## src/rtl/fft_pkg.sv

```systemverilog
// -----------------------------------------------------------------------------
// fft_pkg
// Shared types, constants and fixed-point helpers for the radix-2 butterfly.
//   cplx_t / twid_t : packed {im, re} complex samples and twiddles at the
//                     default widths.
//   acc_t           : wide signed working type. Every intermediate value is
//                     carried in it, so the helpers work for any width.
//   round_shift()   : (v + 2^(sh-1)) >>> sh, i.e. round half up.
//   sat_trunc()     : clamp v to the signed range of a w-bit number.
// -----------------------------------------------------------------------------
package fft_pkg;

  localparam int DATA_WIDTH_DEF = 16;
  localparam int TW_WIDTH_DEF   = 16;
  localparam int BFLY_LATENCY   = 4;
  localparam int ACC_W          = 64;

  typedef struct packed {
    logic signed [DATA_WIDTH_DEF-1:0] im;
    logic signed [DATA_WIDTH_DEF-1:0] re;
  } cplx_t;

  typedef struct packed {
    logic signed [TW_WIDTH_DEF-1:0] im;
    logic signed [TW_WIDTH_DEF-1:0] re;
  } twid_t;

  typedef logic signed [ACC_W-1:0] acc_t;

  localparam acc_t ACC_ONE = 64'sd1;

  // Round half up, then drop the low sh bits (sh must be at least 1).
  function automatic acc_t round_shift(input acc_t v, input int unsigned sh);
    acc_t bias;
    bias = ACC_ONE <<< (sh - 32'd1);
    return (v + bias) >>> sh;
  endfunction

  // Clamp to [-2^(w-1), 2^(w-1)-1]. The caller detects clipping by comparing
  // the result with the input.
  function automatic acc_t sat_trunc(input acc_t v, input int unsigned w);
    acc_t hi;
    acc_t lo;
    hi = (ACC_ONE <<< (w - 32'd1)) - ACC_ONE;
    lo = ~hi;
    if (v > hi) begin
      return hi;
    end else if (v < lo) begin
      return lo;
    end else begin
      return v;
    end
  endfunction

endpackage

```

## src/rtl/fft_butterfly_pipe_if.sv

```systemverilog
// -----------------------------------------------------------------------------
// fft_butterfly_pipe_if
// Bundles the butterfly's input/output handshakes, data buses and the sticky
// overflow flag.
//   master : the side that supplies samples and consumes results.
//   slave  : the butterfly itself.
// Signals: in_valid/in_ready, x_N, x_M, w_N, scale, inverse (input side);
//          out_valid/out_ready, y_N, y_M (output side); ovf, ovf_clr.
// -----------------------------------------------------------------------------
interface fft_butterfly_pipe_if #(
  parameter int DATA_WIDTH = 16,
  parameter int TW_WIDTH   = 16
) ();

  logic                    in_valid;
  logic                    in_ready;
  logic [2*DATA_WIDTH-1:0] x_N;
  logic [2*DATA_WIDTH-1:0] x_M;
  logic [2*TW_WIDTH-1:0]   w_N;
  logic                    scale;
  logic                    inverse;
  logic                    out_valid;
  logic                    out_ready;
  logic [2*DATA_WIDTH-1:0] y_N;
  logic [2*DATA_WIDTH-1:0] y_M;
  logic                    ovf;
  logic                    ovf_clr;

  modport master (
    output in_valid, x_N, x_M, w_N, scale, inverse, out_ready, ovf_clr,
    input  in_ready, out_valid, y_N, y_M, ovf
  );

  modport slave (
    input  in_valid, x_N, x_M, w_N, scale, inverse, out_ready, ovf_clr,
    output in_ready, out_valid, y_N, y_M, ovf
  );

endinterface

```

## src/rtl/fft_cmul_pipe.sv

```systemverilog
// -----------------------------------------------------------------------------
// fft_cmul_pipe
// Three-stage pipelined complex multiply t = w * x_b (or conj(w) * x_b),
// rounded back to data scale. The upper operand x_a and the scale flag ride
// along so they arrive together with t.
//   clk, rst_n     : clock, synchronous active-low reset (valid bits only)
//   ce             : pipeline advance; all stages hold while low
//   in_valid       : sample present at the input
//   x_a, x_b, w    : {im, re} upper operand, lower operand, twiddle
//   scale_in       : carried through to scale_out
//   inverse_in     : use the conjugate twiddle
//   out_valid      : a, t and scale outputs are valid
//   a_out          : delayed x_a
//   t_re, t_im     : rounded product, DATA_WIDTH+2 bits signed
//   scale_out      : delayed scale flag
// -----------------------------------------------------------------------------
module fft_cmul_pipe
  import fft_pkg::*;
#(
  parameter int DATA_WIDTH = DATA_WIDTH_DEF,
  parameter int TW_WIDTH   = TW_WIDTH_DEF
) (
  input  logic                         clk,
  input  logic                         rst_n,
  input  logic                         ce,
  input  logic                         in_valid,
  input  logic [2*DATA_WIDTH-1:0]      x_a,
  input  logic [2*DATA_WIDTH-1:0]      x_b,
  input  logic [2*TW_WIDTH-1:0]        w,
  input  logic                         scale_in,
  input  logic                         inverse_in,
  output logic                         out_valid,
  output logic [2*DATA_WIDTH-1:0]      a_out,
  output logic signed [DATA_WIDTH+1:0] t_re,
  output logic signed [DATA_WIDTH+1:0] t_im,
  output logic                         scale_out
);

  localparam int PW = DATA_WIDTH + TW_WIDTH;
  localparam int TOW = DATA_WIDTH + 2;
  localparam logic signed [TW_WIDTH-1:0] TW_MIN = {1'b1, {(TW_WIDTH-1){1'b0}}};
  localparam logic signed [TW_WIDTH-1:0] TW_MAX = {1'b0, {(TW_WIDTH-1){1'b1}}};

  logic signed [DATA_WIDTH-1:0] xb_re_s, xb_im_s;
  logic signed [TW_WIDTH-1:0]   w_re_s, w_im_s, w_im_eff_s;

  // Stage 1 registers
  logic                         s1_valid_d, s1_valid_q;
  logic [2*DATA_WIDTH-1:0]      s1_a_d, s1_a_q;
  logic signed [DATA_WIDTH-1:0] s1_xr_d, s1_xr_q, s1_xi_d, s1_xi_q;
  logic signed [TW_WIDTH-1:0]   s1_wr_d, s1_wr_q, s1_wi_d, s1_wi_q;
  logic                         s1_scale_d, s1_scale_q;

  // Stage 2 registers
  logic                         s2_valid_d, s2_valid_q;
  logic [2*DATA_WIDTH-1:0]      s2_a_d, s2_a_q;
  logic signed [PW-1:0]         s2_rr_d, s2_rr_q, s2_ii_d, s2_ii_q;
  logic signed [PW-1:0]         s2_ri_d, s2_ri_q, s2_ir_d, s2_ir_q;
  logic                         s2_scale_d, s2_scale_q;

  // Stage 3 registers
  logic                         s3_valid_d, s3_valid_q;
  logic [2*DATA_WIDTH-1:0]      s3_a_d, s3_a_q;
  logic signed [TOW-1:0]        s3_tr_d, s3_tr_q, s3_ti_d, s3_ti_q;
  logic                         s3_scale_d, s3_scale_q;

  acc_t tr_sum_s, ti_sum_s, tr_rnd_s, ti_rnd_s;

  assign xb_re_s = x_b[DATA_WIDTH-1:0];
  assign xb_im_s = x_b[2*DATA_WIDTH-1:DATA_WIDTH];
  assign w_re_s  = w[TW_WIDTH-1:0];
  assign w_im_s  = w[2*TW_WIDTH-1:TW_WIDTH];

  // Conjugate twiddle: negating the most negative code would wrap, so it
  // saturates to the most positive code instead.
  always_comb begin
    if (!inverse_in) begin
      w_im_eff_s = w_im_s;
    end else if (w_im_s == TW_MIN) begin
      w_im_eff_s = TW_MAX;
    end else begin
      w_im_eff_s = -w_im_s;
    end
  end

  // Stage 3 arithmetic: combine partial products and round to data scale.
  always_comb begin
    tr_sum_s = acc_t'(s2_rr_q) - acc_t'(s2_ii_q);
    ti_sum_s = acc_t'(s2_ri_q) + acc_t'(s2_ir_q);
    tr_rnd_s = round_shift(tr_sum_s, TW_WIDTH - 1);
    ti_rnd_s = round_shift(ti_sum_s, TW_WIDTH - 1);
  end

  // Next-state for all stages: load on ce, otherwise hold.
  always_comb begin
    s1_valid_d = ce ? in_valid   : s1_valid_q;
    s1_a_d     = ce ? x_a        : s1_a_q;
    s1_xr_d    = ce ? xb_re_s    : s1_xr_q;
    s1_xi_d    = ce ? xb_im_s    : s1_xi_q;
    s1_wr_d    = ce ? w_re_s     : s1_wr_q;
    s1_wi_d    = ce ? w_im_eff_s : s1_wi_q;
    s1_scale_d = ce ? scale_in   : s1_scale_q;

    s2_valid_d = ce ? s1_valid_q : s2_valid_q;
    s2_a_d     = ce ? s1_a_q     : s2_a_q;
    s2_rr_d    = ce ? (PW'(s1_xr_q) * PW'(s1_wr_q)) : s2_rr_q;
    s2_ii_d    = ce ? (PW'(s1_xi_q) * PW'(s1_wi_q)) : s2_ii_q;
    s2_ri_d    = ce ? (PW'(s1_xr_q) * PW'(s1_wi_q)) : s2_ri_q;
    s2_ir_d    = ce ? (PW'(s1_xi_q) * PW'(s1_wr_q)) : s2_ir_q;
    s2_scale_d = ce ? s1_scale_q : s2_scale_q;

    s3_valid_d = ce ? s2_valid_q     : s3_valid_q;
    s3_a_d     = ce ? s2_a_q         : s3_a_q;
    s3_tr_d    = ce ? TOW'(tr_rnd_s) : s3_tr_q;
    s3_ti_d    = ce ? TOW'(ti_rnd_s) : s3_ti_q;
    s3_scale_d = ce ? s2_scale_q     : s3_scale_q;
  end

  // Valid bits: the only state cleared by reset.
  always_ff @(posedge clk) begin
    if (!rst_n) begin
      s1_valid_q <= 1'b0;
      s2_valid_q <= 1'b0;
      s3_valid_q <= 1'b0;
    end else begin
      s1_valid_q <= s1_valid_d;
      s2_valid_q <= s2_valid_d;
      s3_valid_q <= s3_valid_d;
    end
  end

  // Data registers: qualified by the valid bits, so no reset is needed.
  always_ff @(posedge clk) begin
    s1_a_q     <= s1_a_d;
    s1_xr_q    <= s1_xr_d;
    s1_xi_q    <= s1_xi_d;
    s1_wr_q    <= s1_wr_d;
    s1_wi_q    <= s1_wi_d;
    s1_scale_q <= s1_scale_d;
    s2_a_q     <= s2_a_d;
    s2_rr_q    <= s2_rr_d;
    s2_ii_q    <= s2_ii_d;
    s2_ri_q    <= s2_ri_d;
    s2_ir_q    <= s2_ir_d;
    s2_scale_q <= s2_scale_d;
    s3_a_q     <= s3_a_d;
    s3_tr_q    <= s3_tr_d;
    s3_ti_q    <= s3_ti_d;
    s3_scale_q <= s3_scale_d;
  end

  assign out_valid = s3_valid_q;
  assign a_out     = s3_a_q;
  assign t_re      = s3_tr_q;
  assign t_im      = s3_ti_q;
  assign scale_out = s3_scale_q;

endmodule

```

## src/rtl/fft_butterfly_pipe.sv

```systemverilog
// -----------------------------------------------------------------------------
// fft_butterfly_pipe
// Pipelined radix-2 DIT butterfly: y_N = x_N + w*x_M, y_M = x_N - w*x_M,
// with optional per-sample halving, conjugate-twiddle (inverse) mode,
// saturation and a sticky overflow flag. Four register stages; one
// sample per clock when the output is not stalled.
//   clk    : clock, rising edge
//   rst_n  : synchronous active-low reset
//   bus    : slave side of fft_butterfly_pipe_if (handshakes, data, ovf)
// -----------------------------------------------------------------------------
module fft_butterfly_pipe
  import fft_pkg::*;
#(
  parameter int DATA_WIDTH = DATA_WIDTH_DEF,
  parameter int TW_WIDTH   = TW_WIDTH_DEF
) (
  input  logic                 clk,
  input  logic                 rst_n,
  fft_butterfly_pipe_if.slave  bus
);

  logic                         ce_s;
  logic                         cm_valid_s;
  logic [2*DATA_WIDTH-1:0]      cm_a_s;
  logic signed [DATA_WIDTH+1:0] cm_t_re_s, cm_t_im_s;
  logic                         cm_scale_s;
  logic signed [DATA_WIDTH-1:0] a_re_s, a_im_s;

  acc_t       sum_s [4];
  acc_t       scl_s [4];
  acc_t       sat_s [4];
  logic [3:0] clip_s;
  logic       s4_load_s;
  logic       ovf_set_s;

  logic                    out_valid_d, out_valid_q;
  logic [2*DATA_WIDTH-1:0] y_n_d, y_n_q;
  logic [2*DATA_WIDTH-1:0] y_m_d, y_m_q;
  logic                    ovf_d, ovf_q;

  // The whole pipeline moves whenever the output register is empty or being
  // drained; bubbles travel with it rather than being squeezed out.
  assign ce_s = ~out_valid_q | bus.out_ready;

  fft_cmul_pipe #(
    .DATA_WIDTH (DATA_WIDTH),
    .TW_WIDTH   (TW_WIDTH)
  ) u_cmul (
    .clk        (clk),
    .rst_n      (rst_n),
    .ce         (ce_s),
    .in_valid   (bus.in_valid),
    .x_a        (bus.x_N),
    .x_b        (bus.x_M),
    .w          (bus.w_N),
    .scale_in   (bus.scale),
    .inverse_in (bus.inverse),
    .out_valid  (cm_valid_s),
    .a_out      (cm_a_s),
    .t_re       (cm_t_re_s),
    .t_im       (cm_t_im_s),
    .scale_out  (cm_scale_s)
  );

  assign a_re_s = cm_a_s[DATA_WIDTH-1:0];
  assign a_im_s = cm_a_s[2*DATA_WIDTH-1:DATA_WIDTH];

  // Output stage arithmetic: add/subtract, optional rounded halving, clamp.
  // Order of components is {N.re, N.im, M.re, M.im}.
  always_comb begin
    sum_s[0] = acc_t'(a_re_s) + acc_t'(cm_t_re_s);
    sum_s[1] = acc_t'(a_im_s) + acc_t'(cm_t_im_s);
    sum_s[2] = acc_t'(a_re_s) - acc_t'(cm_t_re_s);
    sum_s[3] = acc_t'(a_im_s) - acc_t'(cm_t_im_s);
    for (int i = 0; i < 4; i++) begin
      scl_s[i]  = cm_scale_s ? round_shift(sum_s[i], 32'd1) : sum_s[i];
      sat_s[i]  = sat_trunc(scl_s[i], DATA_WIDTH);
      clip_s[i] = (sat_s[i] != scl_s[i]);
    end
  end

  // Output register next-state; ovf set takes priority over clear, and the
  // clear acts even while the pipeline is stalled.
  always_comb begin
    s4_load_s   = ce_s & cm_valid_s;
    ovf_set_s   = s4_load_s & (|clip_s);
    out_valid_d = ce_s ? cm_valid_s : out_valid_q;
    y_n_d       = s4_load_s ? {DATA_WIDTH'(sat_s[1]), DATA_WIDTH'(sat_s[0])} : y_n_q;
    y_m_d       = s4_load_s ? {DATA_WIDTH'(sat_s[3]), DATA_WIDTH'(sat_s[2])} : y_m_q;
    ovf_d       = ovf_set_s ? 1'b1 : (bus.ovf_clr ? 1'b0 : ovf_q);
  end

  // Output register and sticky flag.
  always_ff @(posedge clk) begin
    if (!rst_n) begin
      out_valid_q <= 1'b0;
      y_n_q       <= '0;
      y_m_q       <= '0;
      ovf_q       <= 1'b0;
    end else begin
      out_valid_q <= out_valid_d;
      y_n_q       <= y_n_d;
      y_m_q       <= y_m_d;
      ovf_q       <= ovf_d;
    end
  end

  assign bus.in_ready  = ce_s;
  assign bus.out_valid = out_valid_q;
  assign bus.y_N       = y_n_q;
  assign bus.y_M       = y_m_q;
  assign bus.ovf       = ovf_q;

endmodule

```

## src/flat_wrapper.sv

```systemverilog
// flat-port wrapper written by rule: the top's interface ports become plain ports
module fft_butterfly_pipe_flat import fft_pkg::*;
#(
  parameter int DATA_WIDTH = DATA_WIDTH_DEF,
  parameter int TW_WIDTH   = TW_WIDTH_DEF
)
  (clk, rst_n, bus_in_valid, bus_x_N, bus_x_M, bus_w_N, bus_scale, bus_inverse, bus_out_ready, bus_ovf_clr, bus_in_ready, bus_out_valid, bus_y_N, bus_y_M, bus_ovf);
  fft_butterfly_pipe_if #(.DATA_WIDTH(DATA_WIDTH), .TW_WIDTH(TW_WIDTH)) bus_i ();
  input  logic clk;
  input  logic rst_n;
  input wire logic [$bits(bus_i.in_valid)-1:0] bus_in_valid;
  input wire logic [$bits(bus_i.x_N)-1:0] bus_x_N;
  input wire logic [$bits(bus_i.x_M)-1:0] bus_x_M;
  input wire logic [$bits(bus_i.w_N)-1:0] bus_w_N;
  input wire logic [$bits(bus_i.scale)-1:0] bus_scale;
  input wire logic [$bits(bus_i.inverse)-1:0] bus_inverse;
  input wire logic [$bits(bus_i.out_ready)-1:0] bus_out_ready;
  input wire logic [$bits(bus_i.ovf_clr)-1:0] bus_ovf_clr;
  output wire logic [$bits(bus_i.in_ready)-1:0] bus_in_ready;
  output wire logic [$bits(bus_i.out_valid)-1:0] bus_out_valid;
  output wire logic [$bits(bus_i.y_N)-1:0] bus_y_N;
  output wire logic [$bits(bus_i.y_M)-1:0] bus_y_M;
  output wire logic [$bits(bus_i.ovf)-1:0] bus_ovf;
  assign bus_i.in_valid = bus_in_valid;
  assign bus_i.x_N = bus_x_N;
  assign bus_i.x_M = bus_x_M;
  assign bus_i.w_N = bus_w_N;
  assign bus_i.scale = bus_scale;
  assign bus_i.inverse = bus_inverse;
  assign bus_i.out_ready = bus_out_ready;
  assign bus_i.ovf_clr = bus_ovf_clr;
  assign bus_in_ready = bus_i.in_ready;
  assign bus_out_valid = bus_i.out_valid;
  assign bus_y_N = bus_i.y_N;
  assign bus_y_M = bus_i.y_M;
  assign bus_ovf = bus_i.ovf;
  fft_butterfly_pipe #(.DATA_WIDTH(DATA_WIDTH), .TW_WIDTH(TW_WIDTH)) u_core (.clk(clk), .rst_n(rst_n), .bus(bus_i));
endmodule
```

## config.mk

```make
export PLATFORM = sky130hd
export DESIGN_NAME = fft_butterfly_pipe_flat
export DESIGN_NICKNAME = d
export VERILOG_FILES = /design/src/rtl/fft_pkg.sv /design/src/rtl/fft_butterfly_pipe_if.sv /design/src/rtl/fft_cmul_pipe.sv /design/src/rtl/fft_butterfly_pipe.sv /design/src/flat_wrapper.sv
export SDC_FILE = /design/constraint.sdc
export NUM_CORES = 2
export LEC_CHECK = 0
export ABC_CLOCK_PERIOD_IN_PS = 29200
export CORE_UTILIZATION = 55
export CTS_CLUSTER_DIAMETER = 150
export DETAILED_ROUTE_END_ITERATION = 8
export PLACE_DENSITY_LB_ADDON = 0.2
export RECOVER_POWER = 25
export SLEW_MARGIN = 10
export SYNTH_ARGS = -nofsm -noshare
export SYNTH_HDL_FRONTEND = slang
export SYNTH_HIERARCHICAL = 1
export SYNTH_SLANG_ARGS = --single-unit
```

## constraint.sdc

```tcl
create_clock -name clk -period 29.2 [get_ports clk]
set_clock_uncertainty 0.15 [all_clocks]
set_input_delay 4.38 -clock clk [delete_from_list [all_inputs] [get_ports clk]]
set_output_delay 4.38 -clock clk [all_outputs]
set_load 0.005 [all_outputs]
```

==> Word-level counts from Yosys, hierarchy flattened <==
Index checks and enable logic that the tools add are counted.
{ "classes": {"n_bitwise": 4, "order_cmp": 8, "n_addsub": 13, "multipliers": 4, "reduce_logical": 2, "n_mux": 16, "eq_ne": 5} }
{ "op_table": {"columns": ["operator", "count"], "rows": [
  ["64-bit 2-to-1 mux", 12],
  ["64-bit by 2-bit adder with 64-bit output, second input constant", 4],
  ["64-bit by 16-bit greater-than comparator with 1-bit output, second input constant", 4],
  ["64-bit by 16-bit less-than comparator with 1-bit output, second input constant", 4],
  ["64-bit != test", 4],
  ["16-bit by 16-bit multiplier with 32-bit output", 4],
  ["33-bit by 16-bit adder with 33-bit output, second input constant", 2],
  ["16-bit by 18-bit adder with 19-bit output", 2],
  ["16-bit by 18-bit subtractor with 19-bit output", 2],
  ["32-bit by 32-bit adder with 33-bit output", 1],
  ["32-bit by 32-bit subtractor with 33-bit output", 1],
  ["16-bit 2-to-1 mux", 2],
  ["16-bit equality test, second input constant", 1],
  ["16-bit negation", 1],
  ["4-bit OR reduction", 1],
  ["1-bit AND", 2],
  ["1-bit 2-to-1 mux", 2],
  ["2-bit nonzero test", 1],
  ["1-bit NOT", 1],
  ["1-bit OR", 1]
]} }
{ "totals": {"wordCells": 75, "out_inout_bits": 67, "ff_bits": 396, "in_bits": 103} }

==> Longest topological paths before layout <==
{ "depth": {"depth_word": 10, "mapped_depth": 25, "depth_no_buf": 23} }

==> Hierarchy <==
The synthesis kept the hierarchy.
{ "by_module_without_submodules": {"columns": ["module", "cells_each", "instances", "area_per_inst_um2", "seq_area_each_um2"], "rows": [
  ["fft_cmul_pipe", 5291, 1, 53131.0, 9879.5],
  ["fft_butterfly_pipe", 1306, 1, 9630.5, 1321.3]
]} }

==> Worst setup path after synthesis <==
No wires, ideal clock.
{ "synth_path": {"kind": "input -> output", "from": "input bus_out_ready", "to": "output bus_in_ready", "t_arrival_ns": 12.367, "required_ns": 24.670, "stages": 1, "path_slack_ns": 12.303, "cell_sequence": "nand2b_1"} }
{ "synth_between": {"elab_chain_len": 1} }
{ "synth_lines": {"columns": ["item", "line_no", "rtl"], "rows": [
  ["start, declared", "flat_wrapper.sv:17", "input wire logic [$bits(bus_i.out_ready)-1:0] bus_out_ready;"],
  ["1-bit OR", "fft_butterfly_pipe.sv:43", "assign ce_s = ~out_valid_q | bus.out_ready;"],
  ["end, declared", "flat_wrapper.sv:19", "output wire logic [$bits(bus_i.in_ready)-1:0] bus_in_ready;"]
]} }
Every way passes these cells.

==> Worst setup path in the final report <==
Same ends and word-level chain as after synthesis.

==> results.cfg <==
[setup_path]
cp-end-kind = output port
cp_common_cell = clkdlybuf4s50_1
worstPathCellList = clkdlybuf4s50_1 > nand2b_4 > clkdlybuf4s50_1
r2r_cells = 21
startpoint_type = input pin
rrSetupSlack_ns = 21.08
crit_arrival_ns = 6.10
required_ns = 24.67
critPathMaxFanout = 54
r2r_start = u_core/u_cmul/s1_xi_q[0]$_DFFE_PP_
cpMaxStageDelayCell = clkdlybuf4s50_1
critPathKind = in -> out
critPathMaxStageDelay_ns = 0.63
r2r_end = u_core/u_cmul/s2_ir_q[31]$_DFFE_PP_

[synthesis]
synth_top_family_by_area = adder cells
async_flop_share_pct = 0
syn_nets = 8281
synth_seq_area_share_pct = 17.85
synth_mux_area_share_pct = 0.3768
synth-compound-area-share_pct = 9.424
synth_cell_types = 106
synthXorXnorAreaFrac_pct = 3.363
syn-instance-count = 6597
synth-main-ff-cell = edfxtp_1
syn-cell-area_um2 = 62760
ys_warn_count = 6
synthAdderAreaFrac_pct = 44.10
ys_ff_latch = 396
synth_edf_count = 327
syn_area_per_cell_um2 = 9.514
synthSimpleGateAreaFrac_pct = 14.55

[grt]
overflow = 0
grt.total_usage_pct = 27.56
grt_max_degree = 117
grt_pass1_wl_um = 251400
antenna_found_initial = 6
grt_pass1_vias = 47330

[clock_tree]
clock_path_buffers = 3
clock_sinks = 396
cts_max_level = 2
clock_latency_ns = 0.66
post_cts_buffers = 0
clock-root-buffer = clkbuf_16
postCtsHoldBufs = 0
cts_tree = done
clk_pin_slew_ns = 0.06
cts_buffers = 50
cts_resized = 0

[place]
finalWeightedCongestion = 0.8998
dp_hpwl_um = 116500
placement.io_buffers = 169

[die]
start_util_pct = 55.64
die_x_um = 339.8
io_pins = 170
die_area_um2 = 115500
core_um2 = 112800
die_h_um = 339.8
rows = 123

[worst_hold_path]
hold_end = u_core/u_cmul/s2_a_q[26]$_DFFE_PP_
hold_class = reg -> reg
hold_depth = 0
min_from = u_core/u_cmul/s1_a_q[26]$_DFFE_PP_

[cells_and_area]
area_delta_synth_final_pct = 7.518
drive_above_1_share_pct = 3.994
nets = 8303

[sta]
fin_crit_sh_pct = 36.41
worst_slew_pin_slew_ns = 2.203
rsz0062_at_grt = false
finalSetupTns_ns = 0
fmax_mhz = 94.07
relSlewSlack_pct = -46.90
slew_violations = 99
setup_violations = 0
layout_min_cycle_time_ns = 10.63
hold_viol_final = 0

[routing]
wl_per_cell_um = 18.84
vias = 45440
drt_first_pass_iters = 5
drc = 0
finalWirelength_um = 153700
drtIter0Drc = 3079
viasPerCell = 5.568
ant_nets = 0

[flow_run]
cap_violations = 3

[outcome]
violations = capacitance limit, slew limit
status = finished with violations
## Yosys cell counts, types with 14 or more instances
master	n	share of area [%]
xor2_1	58	0.81
edfxtp_1	327	16
a21o_1	78	0.93
nand4_1	31	0.31
or3_1	20	0.20
a221oi_1	14	0.20
nand2_1	647	3.9
inv_1	1428	8.5
and3_1	27	0.27
a211oi_1	43	0.51
a31o_2	15	0.21
xnor2_1	183	2.6
nand2b_1	53	0.53
fa_1	1052	34
nor2_1	242	1.4
or2_2	18	0.18
nor3_1	63	0.50
nor2b_1	39	0.39
dfxtp_1	69	2.2
o221a_2	26	0.47
ha_1	529	11
o21a_1	29	0.35
clkbuf_1	242	1.4
o21ai_0	151	1.2
and2_1	517	5.2
nor4_1	16	0.16
mux2i_1	18	0.29
o21bai_1	23	0.28
nand3_1	67	0.53
o211ai_1	33	0.39
o31ai_1	25	0.30
a21oi_1	191	1.5
a31oi_1	27	0.27
## metrics by stage
stage / hold WS [ns] / instances / setup WS, ns / utilization, % / instance area (um^2)
after floorplan: 0.2503 / 6597 / 12.30 / - / 62760
after global placement: 0.2529 / 8067 / 18.55 / 58.33 / 65800
after detailed placement: 0.2545 / 8067 / 18.53 / 58.33 / 65800
after CTS: 0.2687 / 8160 / 18.55 / 59.82 / 67490
after global routing: 0.2716 / 8160 / 18.49 / 59.81 / 67470
final: 0.2656 / 8162 / 18.57 / 59.82 / 67480
## critical path, delay by kind of cell
| kind | cells | cell delay (ns) |
|---|---|---|
| and+or+nand+nor | 1 | 0.55 |
| buffers and inverters | 2 | 1.09 |
## registers in the layout, summed over array words and instances (netlist names), 32 cells and up
name                   cells
u_core/u_cmul/s2_ii_q     32
u_core/u_cmul/s2_a_q      32
u_core/u_cmul/s2_rr_q     32
u_core/u_cmul/s2_ri_q     32
u_core/u_cmul/a_out       32
u_core/bus.y_N            32
u_core/u_cmul/s1_a_q      32
u_core/bus.y_M            32
u_core/u_cmul/s2_ir_q     32
## layout make-up
cell class                      instances  area [um^2]
Fill cell                            9699        45330
Tap cell                             1500         1877
Antenna cell                            2        5.005
Clock inverter                         35        409.1
Timing Repair Buffer                  245         2246
Sequential cell                       396        11200
Multi-Input combinational cell       4492        45080
Clock buffer                           58         1281
Inverter                             1434         5383
## cells in the final DEF, fill, tap and decap left out, types with 20 or more instances in the layout
master           count
nor3_1              63
edfxtp_1           327
xor2_1              58
a21oi_1            191
fa_1              1052
o21ai_0            152
o21a_1              29
ha_1               529
dlygate4sd3_1       69
xnor2_1            183
clkbuf_16           50
a211oi_1            43
buf_4               73
o31ai_1             25
nand2_1            647
nand3_1             67
a31oi_1             27
clkdlybuf4s50_1     99
o21bai_1            23
dfxtp_1             69
o221a_2             26
nand2b_1            52
and3_1              27
nor2b_1             39
and2_1             501
inv_1             1428
nand4_1             31
nor2_1             242
a21o_1              78
o211ai_1            33
or3_1               20
## routing by layer
| metal | routed length [um] | GRT usage [%] | share of wire (%) |
|---|---|---|---|
| met5 | 20 | 0 | 0.013 |
| met4 | 5759 | 9.769 | 3.7 |
| met3 | 10970 | 4.744 | 7.1 |
| met2 | 73380 | 46.45 | 48 |
| met1 | 63620 | 35.75 | 41 |
## logic make-up after synthesis
logic type | after synthesis
simple gates | 1813
buf+inv | 1709
fa+ha+maj | 1581
compound gates | 834
flops | 396
xor+xnor | 241
mux | 23
## worst max path at each step
stage | from | to | slack, ns | cells after the start
3_3_place_gp | bus_out_ready | bus_in_ready | 18.55 | 3
5_1_grt | bus_out_ready | bus_in_ready | 18.49 | 3
4_1_cts | bus_out_ready | bus_in_ready | 18.55 | 3
2_1_floorplan | bus_out_ready | bus_in_ready | 12.30 | 1
6_report | bus_out_ready | bus_in_ready | 18.57 | 3
3_5_place_dp | bus_out_ready | bus_in_ready | 18.53 | 3
Power is not shown: default switching activity piles up to over one toggle a cycle in this logic, so the estimate is an artifact.
